File: src/rtl/fifo_stream_reader_pkg.sv
// Shared definitions for the FIFO stream reader: controller states and
// output-buffer depth.
package fifo_stream_reader_pkg;

    typedef enum logic [1:0] {
        ST_IDLE  = 2'd0,
        ST_RUN   = 2'd1,
        ST_DRAIN = 2'd2
    } state_e;

    localparam int OBUF_DEPTH = 3;

endpackage

File: src/rtl/fifo_stream_reader_obuf.sv
// Three-entry register FIFO of {last, data} beats. Entry 0 is always the head,
// so a pop shifts the remaining entries down by one.
module stream_obuf
    import fifo_stream_reader_pkg::*;
#(
    parameter int DSIZE = 8
) (
    input  logic             clk,
    input  logic             rst_n,
    input  logic             push,
    input  logic             push_last,
    input  logic [DSIZE-1:0] push_data,
    input  logic             pop,
    output logic [DSIZE-1:0] head_data,
    output logic             head_last,
    output logic [1:0]       occ
);

    typedef struct packed {
        logic             last;
        logic [DSIZE-1:0] data;
    } entry_t;

    entry_t     mem_q [OBUF_DEPTH];
    entry_t     mem_d [OBUF_DEPTH];
    logic [1:0] occ_q, occ_d;
    logic       do_pop;
    logic [1:0] wr_idx;

    // NOTE: every always_comb output gets a default on entry, so no path can
    // leave one unassigned and infer a latch.
    always_comb begin
        mem_d  = mem_q;
        do_pop = pop && (occ_q != 2'd0);
        wr_idx = do_pop ? occ_q - 2'd1 : occ_q;
        if (do_pop) begin
            for (int i = 0; i < OBUF_DEPTH - 1; i++) begin
                mem_d[i] = mem_q[i+1];
            end
            mem_d[OBUF_DEPTH-1] = '0;
        end
        // A push into a full buffer cannot happen: the reader never has more
        // than OBUF_DEPTH words buffered or in flight.
        if (push && (wr_idx < 2'(OBUF_DEPTH))) begin
            mem_d[wr_idx] = '{last: push_last, data: push_data};
        end
        occ_d = occ_q + 2'(push) - 2'(do_pop);
    end

    // NOTE: the storage is reset along with the pointers because the head
    // entry drives m_data directly and must read as zero out of reset.
    // NOTE: state registers use non-blocking assignments so every flop samples
    // its pre-edge value regardless of process ordering.
    always_ff @(posedge clk) begin
        if (!rst_n) begin
            for (int i = 0; i < OBUF_DEPTH; i++) begin
                mem_q[i] <= '0;
            end
            occ_q <= '0;
        end else begin
            mem_q <= mem_d;
            occ_q <= occ_d;
        end
    end

    assign head_data = mem_q[0].data;
    assign head_last = mem_q[0].last;
    assign occ       = occ_q;

endmodule

File: src/rtl/fifo_stream_reader.sv
// Read-side master for a 1-cycle-latency fifo_sync: drains it into a
// valid/ready stream in packets of BURST beats, or shorter when flushed.
module fifo_stream_reader
    import fifo_stream_reader_pkg::*;
#(
    parameter int DSIZE = 8,
    parameter int ASIZE = 4,
    parameter int BURST = 16
) (
    input  logic             clk,
    input  logic             rst_n,
    input  logic [DSIZE-1:0] fifo_dout,
    input  logic             fifo_empty,
    input  logic [ASIZE:0]   fifo_rd_count,
    output logic             fifo_rd_en,
    input  logic             flush,
    output logic [DSIZE-1:0] m_data,
    output logic             m_valid,
    input  logic             m_ready,
    output logic             m_last,
    output logic             busy,
    output logic             pkt_done
);

    localparam int             CW        = ASIZE + 1;
    localparam int             IW        = $clog2(BURST) + 1;
    localparam logic [CW-1:0]  BURST_CNT = CW'(BURST);
    localparam logic [IW-1:0]  LAST_IDX  = IW'(BURST - 1);

    state_e          state_q, state_d;
    logic            flushing_q, flushing_d;
    logic [IW-1:0]   issue_cnt_q, issue_cnt_d;
    logic            inflight_q, inflight_d;
    logic            last_tag_q, last_tag_d;

    logic [1:0]      occ;
    logic [2:0]      pending;
    logic            rd_en;
    logic            issue_last;
    logic            hs;

    always_comb begin
        state_d     = state_q;
        flushing_d  = flushing_q;
        issue_cnt_d = issue_cnt_q;
        rd_en       = 1'b0;
        pkt_done    = 1'b0;
        hs          = m_valid && m_ready;
        pending     = {1'b0, occ} + {2'b0, inflight_q};
        issue_last  = (issue_cnt_q == LAST_IDX) ||
                      (flushing_q && (fifo_rd_count == CW'(1)));

        case (state_q)
            ST_IDLE: begin
                if (fifo_rd_count >= BURST_CNT) begin
                    state_d     = ST_RUN;
                    flushing_d  = 1'b0;
                    issue_cnt_d = '0;
                end else if (flush && !fifo_empty) begin
                    state_d     = ST_RUN;
                    flushing_d  = 1'b1;
                    issue_cnt_d = '0;
                end
            end
            ST_RUN: begin
                // Reads are throttled on buffered-plus-in-flight words only,
                // keeping m_ready out of the FIFO read path.
                rd_en = !fifo_empty && (pending < 3'(OBUF_DEPTH));
                if (rd_en) begin
                    issue_cnt_d = issue_cnt_q + IW'(1);
                    if (issue_last) begin
                        state_d = ST_DRAIN;
                    end
                end
            end
            ST_DRAIN: begin
                if (hs && m_last) begin
                    state_d  = ST_IDLE;
                    pkt_done = 1'b1;
                end
            end
            default: state_d = ST_IDLE;
        endcase

        inflight_d = rd_en;
        last_tag_d = rd_en && issue_last;
    end

    always_ff @(posedge clk) begin
        if (!rst_n) begin
            state_q     <= ST_IDLE;
            flushing_q  <= 1'b0;
            issue_cnt_q <= '0;
            inflight_q  <= 1'b0;
            last_tag_q  <= 1'b0;
        end else begin
            state_q     <= state_d;
            flushing_q  <= flushing_d;
            issue_cnt_q <= issue_cnt_d;
            inflight_q  <= inflight_d;
            last_tag_q  <= last_tag_d;
        end
    end

    stream_obuf #(
        .DSIZE (DSIZE)
    ) u_obuf (
        .clk       (clk),
        .rst_n     (rst_n),
        .push      (inflight_q),
        .push_last (last_tag_q),
        .push_data (fifo_dout),
        .pop       (hs),
        .head_data (m_data),
        .head_last (m_last),
        .occ       (occ)
    );

    assign fifo_rd_en = rd_en;
    assign m_valid    = (occ != 2'd0);
    assign busy       = (state_q != ST_IDLE);

endmodule

File: config.mk
export PLATFORM = sky130hd
export DESIGN_NAME = fifo_stream_reader
export DESIGN_NICKNAME = d
export VERILOG_FILES = /design/src/rtl/fifo_stream_reader_pkg.sv /design/src/rtl/fifo_stream_reader_obuf.sv /design/src/rtl/fifo_stream_reader.sv
export SDC_FILE = /design/constraint.sdc
export NUM_CORES = 1
export LEC_CHECK = 0
export ABC_AREA = 1
export CORE_ASPECT_RATIO = 0.8
export CORE_MARGIN = 3
export CORE_UTILIZATION = 40
export CTS_BUF_LIST = sky130_fd_sc_hd__clkbuf_16
export DETAILED_ROUTE_END_ITERATION = 16
export PLACE_DENSITY = 0.68
export SETUP_SLACK_MARGIN = 0.3
export SYNTH_ARGS = -nofsm -noshare
export SYNTH_HDL_FRONTEND = slang
export SYNTH_SLANG_ARGS = --single-unit
File: constraint.sdc
create_clock -name clk -period 2.5 [get_ports clk]
set_input_delay 0.625 -clock clk [delete_from_list [all_inputs] [get_ports clk]]
set_output_delay 0.625 -clock clk [all_outputs]
set_load 0.01 [all_outputs]
# == After elaboration in Yosys (flattened, before gate mapping) ==
# Cells that the tools add are included.
# totals
register_bits,39
latch_bits,0
ram_bits,0
rom_bits,0
in_bits,18
out_inout_bits,13
wordCells,71
n_memories,0
# op_classes
addsub,5
mul,0
div,0
magnitude_cmp,5
n_eq_ne,8
shifts,0
n_mux,21
bitwise,1
n_reduce_logical,19
# ops
cell,count
$mux W27,2
$bwmux W27,1
$demux W9 S2,1
$mux W5,3
$mux W2,6
$pmux W5 S2,1
$logic_and A1 B1 Y1,9
$mux W9,1
$reduce_bool A2 Y1,4
$ne A2 B2 Y1 const B,3
$pmux W2 S3,1
$add A5 B1 Y5 const B,1
$eq A5 B1 Y1 const B,1
$eq A5 B4 Y1 const B,1
$ge A5 B5 Y1 const B,1
$mux W1,5
$reduce_and A4 Y1,1
$add A2 B1 Y3,1
$ge A3 B3 Y1 const B,1
$lt A3 B1 Y1 const B,1
$lt A3 B2 Y1 const B,1
$ne A3 B3 Y1 const B,1
$not A2 Y3,1
$reduce_and A3 Y1,1
other kinds (10),10

# == Depth between registers and ports, before layout ==
# depth
ltp_word,11
depth_mapped,12
mapped_depth_nobuf,10

# == Hierarchy ==
# From an unflattened synthesis, not the netlist that was laid out.
# hier_totals
cells_unflattened,350
hier_area_um2,2248.4
# by_module_without_submodules
mod,instances,cells_each,area_per_inst_um2,seq_area_each_um2
stream_obuf,1,270,1675.4,580.6
fifo_stream_reader,1,80,573.0,200.2

# == Worst setup path after synthesis ==
# No wires, ideal clock.
# synth_path
path_kind,in2reg
startpoint,input port m_ready
endpoint,register u_obuf.mem_q[8] (netlist name)
setup_time_ns,0.117
t_arrival_ns,1.776
required_time_ns,2.383
path_slack_ns,0.606
path_stages,10
path_buffers,2
cell_sequence,inv_2 > nor2_1 > buf_2 > ha_1 > nand2_1 > inv_1 > nand3_2 > buf_2 > o21ai_0 > nor2_1
# synth_via
elab_chain_cells,10
elab_cells_between_ends,14
cone_classes,order compare: 3; mux: 6; bitwise: 1; reduce/logical: 4
# synth_rtl
element,line,source
start: declaration,fifo_stream_reader.sv:19,"input logic m_ready,"
$logic_and A1 B1 Y1 *,fifo_stream_reader.sv:48,hs = m_valid && m_ready;
$logic_and A1 B1 Y1 *,fifo_stream_reader_obuf.sv:34,do_pop = pop && (occ_q != 2'd0);
$mux W2,fifo_stream_reader_obuf.sv:35,wr_idx = do_pop ? occ_q - 2'd1 : occ_q;
$not A2 Y3 (not written as such),fifo_stream_reader_obuf.sv:45,"mem_d[wr_idx] = '{last: push_last, data: push_data};"
$ge A3 B3 Y1 (not written as such) / $lt A3 B1 Y1 (equally long branches),fifo_stream_reader_obuf.sv:45,
$logic_and A1 B1 Y1 (not written as such),fifo_stream_reader_obuf.sv:45,
$mux W9 (not written as such),fifo_stream_reader_obuf.sv:45,
$demux W9 S2,fifo_stream_reader_obuf.sv:45,
$bwmux W27,fifo_stream_reader_obuf.sv:45,
$mux W27 *,fifo_stream_reader_obuf.sv:44,if (push && (wr_idx < 2'(OBUF_DEPTH))) begin
end signal: assignment,fifo_stream_reader_obuf.sv:61,mem_q <= mem_d;
end: declaration,fifo_stream_reader_obuf.sv:24,entry_t mem_q [OBUF_DEPTH];
# Mark *: on every way between the ends. The rest lies on a longest branch, timed or not.
# A chain may end at the register's enable or synchronous reset.

# == Worst setup path in the final report ==
# layout_path
startpoint,input port fifo_empty
endpoint,output port fifo_rd_en
# layout_via
elab_chain_cells,3
# layout_rtl
element,line,source
start: declaration,fifo_stream_reader.sv:13,"input logic fifo_empty,"
$logic_not A1 Y1,fifo_stream_reader.sv:68,rd_en = !fifo_empty && (pending < 3'(OBUF_DEPTH));
$logic_and A1 B1 Y1,fifo_stream_reader.sv:68,
$mux W1,fifo_stream_reader.sv:53,case (state_q)
end: declaration,fifo_stream_reader.sv:15,"output logic fifo_rd_en,"
# No other way between the ends.

==> impl_metrics.py <==
metrics = {
    "cts": {
        "cts_tree": "done",
        "clk_pin_slew_ns": 0.06,
        "cts_buffers": 5,
        "htree_num_levels": 2,
        "holdBufCountCts": 0,
        "clk-insertion-delay-late_ns": 0.28,
        "cts_root_buf": "clkbuf_16",
        "postCtsSetupBuffers": 0,
        "clockBufferDepth": 2,
        "clock_sinks": 39,
    },
    "worst_setup_path": {
        "cp_cell_sequence": "clkdlybuf4s50_1, nor2_2, nand3_2, inv_2, buf_2",
        "end_kind": "primary output",
        "critPathMaxStageDelay_ns": 0.43,
        "worst_r2r_endpoint": "u_obuf.occ[1]",
        "r2r_start": "u_obuf.occ[1]",
        "crit_arrival_ns": 1.49,
        "slowest_stage": "clkdlybuf4s50_1",
        "ff2ff_path_depth": 10,
        "critical_path_class": "primary input to primary output",
        "required_ns": 1.88,
        "reg2reg_slack_ns": 0.58,
        "path_max_fanout": 2,
        "cp-start-kind": "primary input",
    },
    "synthesis": {
        "synth.most_common_cell": "nand2_1",
        "ys_async_sr_fraction_pct": 0,
        "synth_top_area_share_pct": 38.5,
        "seq_area_frac_synth_pct": 38.5,
        "synthDistinctLibCells": 20,
        "synth_edf_count": 0,
        "yosys-top-cells-area": "dfxtp_1 38%, nand2_1 15%, nor2_1 12%",
        "syn_area_per_cell_sq_um": 6.50,
        "synth_area_sq_mm": 0.00203,
        "synthCells": 312,
        "ys_seq_elements": 39,
        "synthFlopType": "dfxtp_1",
        "yosys.area.top_type": "dfxtp_1",
        "yosys_warnings": 0,
        "syn-num-nets": 337,
        "synth_top_cells_by_count": "81 x nand2_1, 64 x nor2_1, 43 x inv_1",
    },
    "global_route": {
        "grt_pass1_vias": 1620,
        "grt_first_pass_wirelength_mm": 7.02,
        "grt_max_degree": 28,
        "gr-total-overflow": 0,
        "grt_use_total_pct": 14.5,
        "antenna_found_initial": 0,
    },
    "die": {
        "rows": 22,
        "chipHeight_um": 69.7,
        "die_width_um": 85.6,
        "ios": 31,
        "core_sq_mm": 0.00473,
        "initial_utilization_pct": 42.9,
        "dieArea_sq_mm": 0.00597,
    },
    "worst_hold_path": {
        "hold_depth": 2,
        "hp-start": "issue_cnt_q[2]",
        "hold_class": "register to register",
        "holdPathEnd": "issue_cnt_q[2]",
    },
    "finish": {
        "fillCellCount": 478,
        "fin_area_sq_mm": 0.00250,
        "fin_nets": 362,
        "area_growth_pct": 23.1,
        "antenna_cells": 0,
        "drive_gt1_share_pct": 9.47,
    },
    "placement": {
        "port_buffers": 30,
        "gp_congestion": 0.763,
        "dpl_cell_area_sq_mm": 0.00234,
        "hpwl_mm": 2.72,
        "detailedPlace.worstSlack_ns": -0.195,
    },
    "routing": {
        "drtIter0Drc": 100,
        "postRouteWirelength_mm": 4.04,
        "drcViolationCount": 0,
        "dr.pass1.iters": 4,
        "routedWlPerCell_um": 10.1,
        "vias_per_cell": 4.52,
        "vias": 1799,
        "postRouteAntennaNets": 0,
    },
    "sta": {
        "fmax_mhz": 473,
        "whs_ns": 0.504,
        "rsz0062_at_grt": "false",
        "worstMarginPinSlew_ns": 0.336,
        "clock_skew_ns": 0.00612,
        "relSlewSlack_pct": 77.5,
        "slew_violations": 0,
        "fin_ws_ns": 0.388,
        "post-route-min-period_ns": 2.11,
        "min_period_over_period_pct": 84.5,
        "hold_viol_final": 0,
        "setup_viol": 0,
    },
    "power": {
        "power_density_mw_per_mm2": 769,
        "p_leak_uw": 0.00117,
        "power_uw": 1920,
        "ir_worst_vdd_mv": 0.522,
    },
    "run_status": {
        "status": "finished clean",
    },
    "flow_run": {
        "drv_cap": 0,
    },
}
registers in the layout, summed over array words and instances (netlist names):
register          flops
inflight_q            1
u_obuf.mem_q         18
flushing_q            1
state_q               2
u_obuf.occ            2
u_obuf.head_data      8
last_tag_q            1
u_obuf.head_last      1
issue_cnt_q           5
kinds of logic after synthesis:
family                     share of synthesized area, %
xor gates and xnor gates                          0.432
DFF                                                38.5
buffers and inverters                              14.2
AOI/OAI and AO/OA                                  8.88
adders and majority gates                          4.32
and+or+nand+nor                                    33.7
repair_timing:
item / in CTS / in global routing
gates resized for setup: 14 / 5
setup endpoints to repair: 30 / 2
pin swaps: 0 / 0
through the flow:
stage	utilization (%)	instances	TNS, ns
after detailed placement	49.5	390	-1.36
after global routing	52.8	398	0
after floorplan	-	312	0
after CTS	52.5	398	0
final	52.8	398	0
after global placement	49.5	390	-0.718
where the power goes:
group          total, uW  internal [uW]  switching [uW]
sequential           717            684            33.0
combinational        594            243             351
clock                609            364             245
worst max-delay path, delay by kind of cell:
| kind | cells | cell delay [ns] |
|---|---|---|
| buf+inv | 3 | 0.63 |
| simple gates | 2 | 0.23 |
cell type report:
cell class / count / area (sq um) / share of cell area, %
well taps: 60 / 75.1 / 3.00
flip-flops and latches: 39 / 783 / 31.3
clock buffers: 5 / 125 / 5.01
inverters: 45 / 169 / 6.76
clock inverters: 3 / 16.3 / 0.651
multi-input cells: 210 / 980 / 39.2
repair buffers: 36 / 350 / 14.0
routing by layer:
| metal | vias to the layer above | share of wire (%) | global-route usage, % |
|---|---|---|---|
| li1 | 989 | - | - |
| met1 | 765 | 50 | 19.6 |
| met2 | 37 | 43 | 21.9 |
| met3 | 8 | 4.9 | 3.33 |
| met4 | 0 | 2.0 | 6.68 |
| met5 | - | 0 | 0 |
cell usage in the layout, fill, tap and decap left out, types with 2 or more instances in the layout:
cell	n
a21oi_1	8
nand2_2	4
nand3_1	12
buf_2	2
o21ai_0	27
nand2_1	80
inv_1	43
dfxtp_2	2
clkbuf_16	5
clkdlybuf4s50_1	27
inv_2	3
buf_4	4
dfxtp_1	37
nor2_1	62
ha_1	6
nand3_2	2
nand2_4	2
worst max path at each step:
stage                  start              end  slack (ns)
3_5_place_dp         m_ready         pkt_done       -0.20
4_1_cts        u_obuf.occ[1]          m_valid        0.29
5_1_grt           inflight_q       fifo_rd_en        0.31
2_1_floorplan        m_ready  u_obuf.mem_q[8]        0.61
3_3_place_gp         m_ready         pkt_done       -0.20
6_report          fifo_empty       fifo_rd_en        0.39
Power figures use the tool's default switching activity.
